==> config.mk <==
export PLATFORM = sky130hd
export DESIGN_NAME = dp_fifo_ctrl
export DESIGN_NICKNAME = d
export VERILOG_FILES = /design/src/rtl/dp_fifo_ctrl.sv
export SDC_FILE = /design/constraint.sdc
export NUM_CORES = 1
export LEC_CHECK = 0
export CAP_MARGIN = 10
export CORE_MARGIN = 2
export CORE_UTILIZATION = 35
export DETAILED_ROUTE_END_ITERATION = 6
export GPL_TIMING_DRIVEN = 0
export HOLD_SLACK_MARGIN = 0.03
export PLACE_DENSITY_LB_ADDON = 0.08
export SLEW_MARGIN = 40
export SYNTH_ARGS = -nofsm -noshare
export SYNTH_HDL_FRONTEND = slang
export SYNTH_SLANG_ARGS = --single-unit
==> constraint.sdc <==
create_clock -name clock -period 3 [get_ports clock]
set_input_delay 0.6 -clock clock [delete_from_list [all_inputs] [get_ports clock]]
set_output_delay 0.6 -clock clock [all_outputs]
set_load 0.005 [all_outputs]
==> src/rtl/dp_fifo_ctrl.sv <==
// rtl/dp_fifo_ctrl.sv - synchronous FIFO controller for an external dual-port RAM (1-cycle registered read)
// Optional feature macro: FIFO_ALMOST_FULL_EN adds a registered almost_full output.
module dp_fifo_ctrl #(
  parameter int mem_depth = 32,
  parameter int size      = 8,
  parameter int af_level  = 28
) (
  input  logic                         clock,
  input  logic                         reset,
  input  logic                         push,
  input  logic [size-1:0]              data_in,
  output logic                         full,
  input  logic                         pop,
  output logic                         empty,
  output logic [size-1:0]              data_out,
  output logic                         out_valid,
  output logic [$clog2(mem_depth):0]   count,
  output logic                         overflow,
  output logic                         underflow,
  output logic                         ram_wren,
  output logic [$clog2(mem_depth)-1:0] ram_wraddress,
  output logic [size-1:0]              ram_data_in,
  output logic                         ram_rden,
  output logic [$clog2(mem_depth)-1:0] ram_rdaddress,
  input  logic [size-1:0]              ram_data_out
`ifdef FIFO_ALMOST_FULL_EN
  ,
  output logic                         almost_full
`endif
);

  localparam int aw = $clog2(mem_depth);
  localparam logic [aw:0] depth_cnt = (aw+1)'(mem_depth);

  if (mem_depth < 4 || (mem_depth & (mem_depth - 1)) != 0) begin : g_depth_chk
    $error("mem_depth must be a power of two >= 4");
  end

  logic [aw-1:0] wptr;
  logic [aw-1:0] rptr;
  logic [aw:0]   count_nx;
  logic          wr_acc;
  logic          rd_acc;

  // Flags decode the registered count, so acceptance always sees pre-edge state.
  assign full  = (count == depth_cnt);
  assign empty = (count == '0);

  always_comb begin
    wr_acc   = push & ~full;
    rd_acc   = pop & ~empty;
    count_nx = count;
    if (wr_acc && !rd_acc) begin
      count_nx = count + (aw+1)'(1);
    end else if (rd_acc && !wr_acc) begin
      count_nx = count - (aw+1)'(1);
    end
  end

  assign ram_wren      = wr_acc;
  assign ram_wraddress = wptr;
  assign ram_data_in   = data_in;
  assign ram_rden      = rd_acc;
  assign ram_rdaddress = rptr;
  assign data_out      = ram_data_out;

  always_ff @(posedge clock or posedge reset) begin
    if (reset) begin
      wptr      <= '0;
      rptr      <= '0;
      count     <= '0;
      out_valid <= 1'b0;
      overflow  <= 1'b0;
      underflow <= 1'b0;
    end else begin
      if (wr_acc) begin
        wptr <= wptr + aw'(1);
      end
      if (rd_acc) begin
        rptr <= rptr + aw'(1);
      end
      count     <= count_nx;
      out_valid <= rd_acc;
      if (push && full) begin
        overflow <= 1'b1;
      end
      if (pop && empty) begin
        underflow <= 1'b1;
      end
    end
  end

`ifdef FIFO_ALMOST_FULL_EN
  localparam logic [aw:0] af_cnt = (aw+1)'(af_level);

  if (af_level == 0 || af_level > mem_depth) begin : g_af_chk
    $error("af_level must be in 1..mem_depth");
  end

  // Decoded from the next count so the registered flag tracks count exactly.
  always_ff @(posedge clock or posedge reset) begin
    if (reset) begin
      almost_full <= 1'b0;
    end else begin
      almost_full <= (count_nx >= af_cnt);
    end
  end
`else
  if (af_level < 0) begin : g_af_chk
    $error("af_level must be non-negative");
  end
`endif

endmodule

==> results.md <==
- Status: finished clean
- Antenna cells: 0
- Instance count of the mapped netlist: 105
- Hold_ws: 464 ps
- Share of cells above drive strength 1: 22.7%
- Cell row count: 20
- Global route total overflow: 0
- Sequential share of the synthesized area: 41.6%
- Avg Cell Area, Syn: 10.9 sq um
- Crit. Startpoint: count[1]$_DFFE_PP0P_
- First-pass GRT wire length: 3640 um
- Max Cap Viol: 0
- WHS Path Cells: 1
- Final Setup Violations: 0
- CP Max Fanout: 5
- Synthesized flop and latch total: 19
- Worst Path Arrival: 3100 ps
- Worst min path class: reg2reg
- TritonCTS sink count: 19
- Slew Limit Headroom: 51.9%
- DRC violations left: 0
- Async set-or-reset flop fraction in the synthesized netlist: 100%
- DR vias: 939
- Crit share post-route: 97.3%
- Clk Latency, worst-skew pair: 290 ps
- Die Height: 61.1 um
- Full die area: 3740 sq um
- Top cells by count, synth: dfrtp_1 (19), buf_4 (16), xor2_1 (9)
- Crit. End Element: flop
- Top cell type's share of synthesized area: 41.6%
- Mapped Area: 1140 sq um
- Fin nets: 183
- Largest net degree at the start of global routing: 20
- WS Path Type: reg2reg
- Final Util: 54.9%
- Final count of hold timing violations: 0
- Core Box Area: 3080 sq um
- PortBufs: 42
- H-tree level count: 1
- Placer congestion estimate: 0.823
- RSZ-0062 raised after global routing: true
- DR iter-0 viols: 27
- Setup WS post-layout: 81.7 ps
- Vias in the first global route: 904
- Required @ worst endpoint: 3180 ps
- Critical Path Slowest Stage Cell: or4_4
- Pwr Density: 900 nW/um^2
- Static Leakage: 0.000745 uW
- Die Wd: 61.1 um
- Worst ir drop on vdd: 0.000482 V
- Drt total wl: 2380 um
- R2R depth: 10
- Hold buffers post-CTS: 0
- Largest area contributor in the netlist: dfrtp_1
- Clock-pin slew reported for the worst setup and hold paths after clock tree synthesis: 100 ps
- Starting density of the core: 37.1%
- Final setup TNS: 0 ps
- Total track usage: 13.3%
- Fill count: 273
- Synth top area cells: dfrtp_1 (42%), buf_4 (11%), ha_1 (7.7%), xor2_1 (6.9%), nand2_1 (2.3%)
- Initial antenna violation count: 0
- Critical-path cell list: or4_4, nor3b_4, nor2_4, ha_4, inv_4, ha_1, o211ai_1, or3b_4, nand4_1, a221o_1
- Top_reg_cell synth: dfrtp_1
- # IOs: 59
- Max clock buf depth: 2
- Hpwl dp: 1850 um
- CTS tree: yes
- HP Start: underflow$_DFFE_PP0P_
- Setup crit start kind: flop
- Origin of the critical flop-to-flop path: count[1]$_DFFE_PP0P_
- Antenna viol nets, final: 0
- Least-Margin Pin Slew: 721 ps
- Max incr delay on CP: 580 ps
- Reg area: 477 sq um
- Root Driver: clkbuf_4
- Mapped Nets: 133
- DR pass1 iterations: 4
- Synth cell types: 31
- Multi-input logic area: 548 sq um
- Minimum clock period: 2920 ps
- CTS Buf Count: 3
- P&R area growth vs syn: 48.0%
- Final Skew: 3.81 ps
- Number of synthesized flops with an enable pin: 0
- Final Slew Violations: 0
- Ys Warns: 0
- WL/cell: 12.0 um
- Max Freq: 343 MHz
- Place WS: -200 ps
- Routed vias/inst: 4.74
- Most common cell in the netlist: dfrtp_1
==> cells in the final DEF, fill, tap and decap left out, types with 2 or more instances in the layout <==
master / instances
mux2_2: 2
nor3_1: 5
clkbuf_4: 3
o211ai_1: 2
dfrtp_1: 18
nand2_1: 7
xnor2_1: 3
nor2_1: 4
clkbuf_1: 2
clkdlybuf4s50_1: 42
nand3_1: 2
ha_1: 6
xor2_1: 9
inv_1: 3
a21o_1: 3
o21ai_0: 3
buf_4: 19
a21oi_1: 3
==> cell type report <==
class	count	area share, %
buffer	17	7.33
clock buffer	4	1.55
inverter	4	1.04
multi-input combinational	65	32.4
sequential	19	28.2
tap	44	3.26
timing repair buffer	45	26.2
==> logic make-up after synthesis <==
logic type,share of synthesized area [%]
compound gates,11.5
buf+inv,12.2
flops,41.6
mux,3.29
simple gates,12.8
xor+xnor,9.20
fa+ha+maj,9.42
==> worst max-delay path, delay by kind of cell, from the launching register on <==
| family | cells | cell delay (ps) |
|---|---|---|
| AOI/OAI and AO/OA | 2 | 600 |
| adders and majority gates | 2 | 460 |
| buffers and inverters | 1 | 80 |
| DFF | 1 | 440 |
| and+or+nand+nor | 5 | 1230 |
==> final timing paths <==
| check | to | slack [ps] |
|---|---|---|
| worst min register to register | underflow$_DFFE_PP0P_ | 460 |
| worst max-delay path | count[5]$_DFFE_PP0P_ | 80 |
| min in group asynchronous | underflow$_DFFE_PP0P_ | 730 |
| worst min-delay path | underflow$_DFFE_PP0P_ | 460 |
| max in group asynchronous | count[1]$_DFFE_PP0P_ | 1780 |
| worst max register to register | count[5]$_DFFE_PP0P_ | 80 |
==> stage by stage <==
stage / std cells / power [uW] / instance area, sq um
final: 198 / 1520 / 1690
after CTS: 197 / 1520 / 1670
after global routing: 198 / 1660 / 1690
after floorplan: 105 / 989 / 1150
after detailed placement: 191 / 1380 / 1620
after global placement: 191 / 1360 / 1620
==> power breakdown <==
group / switching (uW) / total [uW] / internal [uW]
clock: 74.3 / 126 / 51.6
combinational: 319 / 847 / 527
sequential: 160 / 548 / 388
total: 554 / 1520 / 967
==> registers in the layout (all words and copies together) (netlist names) <==
name           flops
ram_wraddress      5
underflow          1
count              6
ram_rdaddress      5
out_valid          1
overflow           1
==> what timing repair did <==
action,CTS,global route
pin swaps,3,3
buffers inserted,2,1
endpoints found under the setup margin,2,3
resized for setup,2,4
==> metal layers <==
| metal | wire [um] | global-route usage (%) | vias to the layer above |
|---|---|---|---|
| met3 | 175 | 2.31 | 2 |
| met5 | 0 | 0 | - |
| met4 | 27 | 7.45 | 0 |
| met2 | 1110 | 22.9 | 52 |
| met1 | 1070 | 15.5 | 437 |
| li1 | - | - | 448 |
Power figures use the tool's default switching activity.
